## src/rtl/mips_alu.sv

```systemverilog
// mips_alu: 32-bit integer ALU for the single-cycle MIPS datapath.
//
// Purpose:
//   Executes shift, multiply, divide, add/sub, logic and set-less-than ops
//   selected by a 4-bit op code. r1/r2/eq/leq are purely combinational.
//   A clocked HI/LO pair captures multiply/divide results when hilo_en is set.
//
// Configuration macro:
//   MIPS_ALU_DIV_EN - when defined, aluop 4 performs a signed divide.
//                     When undefined, the divider is not built and aluop 4
//                     behaves like an unused code (r1 = r2 = 0, no HI/LO update).
//
// Ports:
//   clk      in   1   system clock, HI/LO update on rising edge
//   rst      in   1   synchronous active-high reset (clears HI/LO)
//   x        in  32   operand A (shift source for shift ops)
//   y        in  32   operand B (shift amount in y[4:0] for shift ops)
//   aluop    in   4   operation select
//   hilo_en  in   1   allow HI/LO capture on mul/div ops
//   r1       out 32   primary result (mul low word, div quotient)
//   r2       out 32   secondary result (mul high word, div remainder, else 0)
//   eq       out  1   x == y
//   leq      out  1   signed x <= y
//   hi       out 32   HI register
//   lo       out 32   LO register
module mips_alu (
    input  logic        clk,
    input  logic        rst,
    input  logic [31:0] x,
    input  logic [31:0] y,
    input  logic [3:0]  aluop,
    input  logic        hilo_en,
    output logic [31:0] r1,
    output logic [31:0] r2,
    output logic        eq,
    output logic        leq,
    output logic [31:0] hi,
    output logic [31:0] lo
);

    localparam logic [3:0] OP_SLL  = 4'd0;
    localparam logic [3:0] OP_SRA  = 4'd1;
    localparam logic [3:0] OP_SRL  = 4'd2;
    localparam logic [3:0] OP_MUL  = 4'd3;
    localparam logic [3:0] OP_DIV  = 4'd4;
    localparam logic [3:0] OP_ADD  = 4'd5;
    localparam logic [3:0] OP_SUB  = 4'd6;
    localparam logic [3:0] OP_AND  = 4'd7;
    localparam logic [3:0] OP_OR   = 4'd8;
    localparam logic [3:0] OP_XOR  = 4'd9;
    localparam logic [3:0] OP_NOR  = 4'd10;
    localparam logic [3:0] OP_SLT  = 4'd11;
    localparam logic [3:0] OP_SLTU = 4'd12;

    logic signed [31:0] x_s;
    logic signed [31:0] y_s;
    logic signed [63:0] x_w;
    logic signed [63:0] y_w;
    logic signed [63:0] prod;

    logic [31:0] hi_d, hi_q;
    logic [31:0] lo_d, lo_q;
    logic        capture;

    assign x_s  = x;
    assign y_s  = y;
    // Sign-extend to 64 bits so the product keeps its full signed high word.
    assign x_w  = 64'(x_s);
    assign y_w  = 64'(y_s);
    assign prod = x_w * y_w;

`ifdef MIPS_ALU_DIV_EN
    // Returns {remainder, quotient}. The two corner cases are pinned
    // explicitly so the result never depends on simulator/synth behaviour
    // for divide-by-zero or the single signed overflow case.
    function automatic logic [63:0] sdiv(input logic signed [31:0] a,
                                         input logic signed [31:0] b);
        logic signed [31:0] q;
        logic signed [31:0] r;
        if (b == 32'sd0) begin
            q = -32'sd1;
            r = a;
        end else if (a == 32'sh8000_0000 && b == -32'sd1) begin
            q = 32'sh8000_0000;
            r = 32'sd0;
        end else begin
            q = a / b;   // truncates toward zero
            r = a % b;   // sign follows the dividend
        end
        return {r, q};
    endfunction

    logic [63:0] div_res;
    assign div_res = sdiv(x_s, y_s);
`endif

    always_comb begin
        r1 = 32'd0;
        r2 = 32'd0;
        case (aluop)
            OP_SLL:  r1 = x << y[4:0];
            OP_SRA:  r1 = x_s >>> y[4:0];
            OP_SRL:  r1 = x >> y[4:0];
            OP_MUL: begin
                r1 = prod[31:0];
                r2 = prod[63:32];
            end
`ifdef MIPS_ALU_DIV_EN
            OP_DIV: begin
                r1 = div_res[31:0];
                r2 = div_res[63:32];
            end
`endif
            OP_ADD:  r1 = x + y;
            OP_SUB:  r1 = x - y;
            OP_AND:  r1 = x & y;
            OP_OR:   r1 = x | y;
            OP_XOR:  r1 = x ^ y;
            OP_NOR:  r1 = ~(x | y);
            OP_SLT:  r1 = {31'd0, (x_s < y_s)};
            OP_SLTU: r1 = {31'd0, (x < y)};
            default: begin
                r1 = 32'd0;
                r2 = 32'd0;
            end
        endcase
    end

    assign eq  = (x == y);
    assign leq = (x_s <= y_s);

`ifdef MIPS_ALU_DIV_EN
    assign capture = hilo_en && ((aluop == OP_MUL) || (aluop == OP_DIV));
`else
    assign capture = hilo_en && (aluop == OP_MUL);
`endif

    always_comb begin
        hi_d = hi_q;
        lo_d = lo_q;
        if (capture) begin
            hi_d = r2;
            lo_d = r1;
        end
    end

    // HI/LO register stage; reset wins over capture.
    always_ff @(posedge clk) begin
        if (rst) begin
            hi_q <= 32'd0;
            lo_q <= 32'd0;
        end else begin
            hi_q <= hi_d;
            lo_q <= lo_d;
        end
    end

    assign hi = hi_q;
    assign lo = lo_q;

endmodule

```

## config.mk

```make
export PLATFORM = sky130hd
export DESIGN_NAME = mips_alu
export DESIGN_NICKNAME = d
export VERILOG_FILES = /design/src/rtl/mips_alu.sv
export SDC_FILE = /design/constraint.sdc
export NUM_CORES = 2
export LEC_CHECK = 0
export CORE_ASPECT_RATIO = 1.1
export CORE_MARGIN = 2
export CORE_UTILIZATION = 28
export DETAILED_ROUTE_END_ITERATION = 10
export PLACE_DENSITY_LB_ADDON = 0.2
export SLEW_MARGIN = 40
export SYNTH_ARGS = -nofsm -noshare
export SYNTH_HDL_FRONTEND = slang
export SYNTH_SLANG_ARGS = --single-unit
export TNS_END_PERCENT = 100
```

## constraint.sdc

```tcl
create_clock -name clk -period 24 [get_ports clk]
set_input_delay 6 -clock clk [delete_from_list [all_inputs] [get_ports clk]]
set_output_delay 6 -clock clk [all_outputs]
set_load 0.03 [all_outputs]
```

==> results.json <==
{
  "fp.dieH_um": 432,
  "grt_max_degree": 73,
  "drt-initial-drc-count": 3904,
  "startpoint_type": "input pin",
  "setup.worst_path.end_class": "primary output",
  "drv_cap": 0,
  "drc": 0,
  "netlist_area_um2": 46700,
  "synth-seq-cells": 64,
  "grt_usage_pct": 26.4,
  "postSynthCellCount": 5552,
  "rsz0062_at_grt": "false",
  "worstPathArrival_ns": 17.00,
  "cp.required_ns": 18.00,
  "syn_area_per_cell_um2": 8.40,
  "cts_hold_buf": 0,
  "slowest_delay_ns": 0.93,
  "worstHoldPathType": "reg2reg",
  "drt-pass1-iter-count": 6,
  "areaGrowthSynthToFinish_pct": 10.3,
  "drv_slew": 0,
  "synth_top_flop_cell": "dfxtp_1",
  "relSlewSlack_pct": 35.5,
  "globalRouteOverflowTotal": 0,
  "syn-num-nets": 6989,
  "via_per_inst": 5.28,
  "cts_tree": "done",
  "skew_ns": 0,
  "cts.sinks": 64,
  "finalSetupViolCount": 0,
  "ios": 201,
  "crit_path_top_delay_cell": "fa_1",
  "grt_pass1_vias": 43600,
  "rows": 157,
  "ys_types": 103,
  "dieArea_um2": 170000,
  "globalplace.congestion": 0.974,
  "clock_latency_ns": 0.35,
  "outcome": "finished, final reports clean",
  "drtAntennaViolNets": 0,
  "worst_slew_pin_slew_ns": 0.957,
  "core_um2": 166000,
  "path_buf_inv": 8,
  "finalCriticalPeriod_ns": 23.00,
  "crit_top_cell": "fa_1",
  "async_flop_share_pct": 0,
  "worstSetupPathType": "in2out",
  "path_delay_family": "adder cells",
  "wl_per_cell_um": 28.4,
  "fin_nets": 7003,
  "start_util_pct": 28.1,
  "yosysSeqAreaShare_pct": 2.75,
  "synth_warnings": 0,
  "hold_violations": 0,
  "cts_resized": 0,
  "fin_setup_tns_ns": 0,
  "post-place-ws_ns": 0.576,
  "cts-root-buf": "clkbuf_16",
  "fin_crit_sh_pct": 95.8,
  "port_buffers": 200,
  "synth_edf_count": 0,
  "numCtsBuffers": 9,
  "vias": 41200,
  "cts_setup_buffers": 0,
  "htree_levels": 3,
  "dp_hpwl_um": 182000,
  "grt_pass1_wl_um": 321000,
  "clockBufferDepth": 2,
  "drive_gt1_share_pct": 5.67,
  "fmax_mhz": 43.5,
  "die_w_um": 393,
  "fin_ws_ns": 1.00,
  "drt_wl_total_um": 222000,
  "clk_pin_slew_ns": 0.06,
  "antenna_found_initial": 11,
  "critPathMaxFanout": 13
}
[placed cells by master (no fill, tap or decap), types with 46 or more instances in the layout]
cell,Yosys,layout
nand2_1,615,615
a21o_1,46,46
ha_1,282,282
nor2_1,855,851
nor3_1,59,56
buf_4,8,162
o21ai_0,165,163
a21oi_1,226,226
fa_1,1084,1084
clkdlybuf4s50_1,0,188
inv_1,1041,1027
dfxtp_1,64,64
[tightest hold or removal path, delay by kind of cell (launching register included)]
family | cells | cell delay [ns]
compound gates | 1 | 0.05
flops | 1 | 0.31
simple gates | 1 | 0.05
[cells in the mapped netlist (all sizes together), types with 39 or more instances]
master  number  area [um2]
o21ai      170         851
inv       1041        3910
a21o        49         372
nor3        60         305
dfxtp       64        1280
buf         99         462
fa        1084       21700
mux2i       42         420
xnor2       47         412
nand2      617        2320
clkbuf     255        1030
nor2       855        3210
a21oi      228        1150
nand3       39         200
a211oi      44         330
mux4        45        1010
ha         282        3530
[routing by layer]
metal	vias up	share of wire [%]	GRT usage [%]
met2	1738	47	43.3
met4	6	4.7	10.3
met1	21900	42	35.6
met3	319	6.4	2.97
li1	17200	-	-
met5	-	0.016	0
[flip-flops by register name, indices dropped and copies added, names as in the netlist]
name	count
hi	32
lo	32
[worst paths after layout]
kind         slack, ns  endpoint   start  cells past startpoint
max               1.00    r2[28]    y[4]                     28
min               0.46    hi[13]  hi[13]                      2
max reg2reg      23.14     hi[2]   hi[2]                      2
min reg2reg       0.46    hi[13]  hi[13]                      2
[through the flow]
stage,util [%],hold WS (ns),instance area [um2],instances
2_1_floorplan,-,0.581,46700,5552
3_5_place_dp,30.8,0.450,51200,7781
3_3_place_gp,30.8,0.445,51100,7778
4_1_cts,31.0,0.460,51500,7797
6_report,31.0,0.457,51500,7799
5_1_grt,31.0,0.478,51500,7797
[cells by family (layout without fill, tap and decap cells)]
logic type / after synthesis / in the layout / synth area share (%)
AND/OR/NAND/NOR: 1749 / 1749 / 15.5
buffers and inverters: 1421 / 1440 / 11.9
adder cells (fa/ha/maj): 1366 / 1366 / 54.1
AO/OA/AOI/OAI: 788 / 788 / 11.2
multiplexers: 90 / 90 / 3.15
XOR/XNOR: 74 / 74 / 1.39
flip-flops: 64 / 64 / 2.75
other: 0 / 2 / 0
[layout make-up]
class	instances	area, um2
diodes	2	5.00
fillers	17900	115000
clock buffers	11	253
clock inverters	5	37.5
well taps	2226	2790
repair buffers	360	3150
inverters	1064	3990
flip-flops and latches	64	1280
multi-input cells	4067	40000
Power is left out: the tool's default activity adds up to more than one toggle a clock period on the data nets, which glitch-free logic cannot reach.
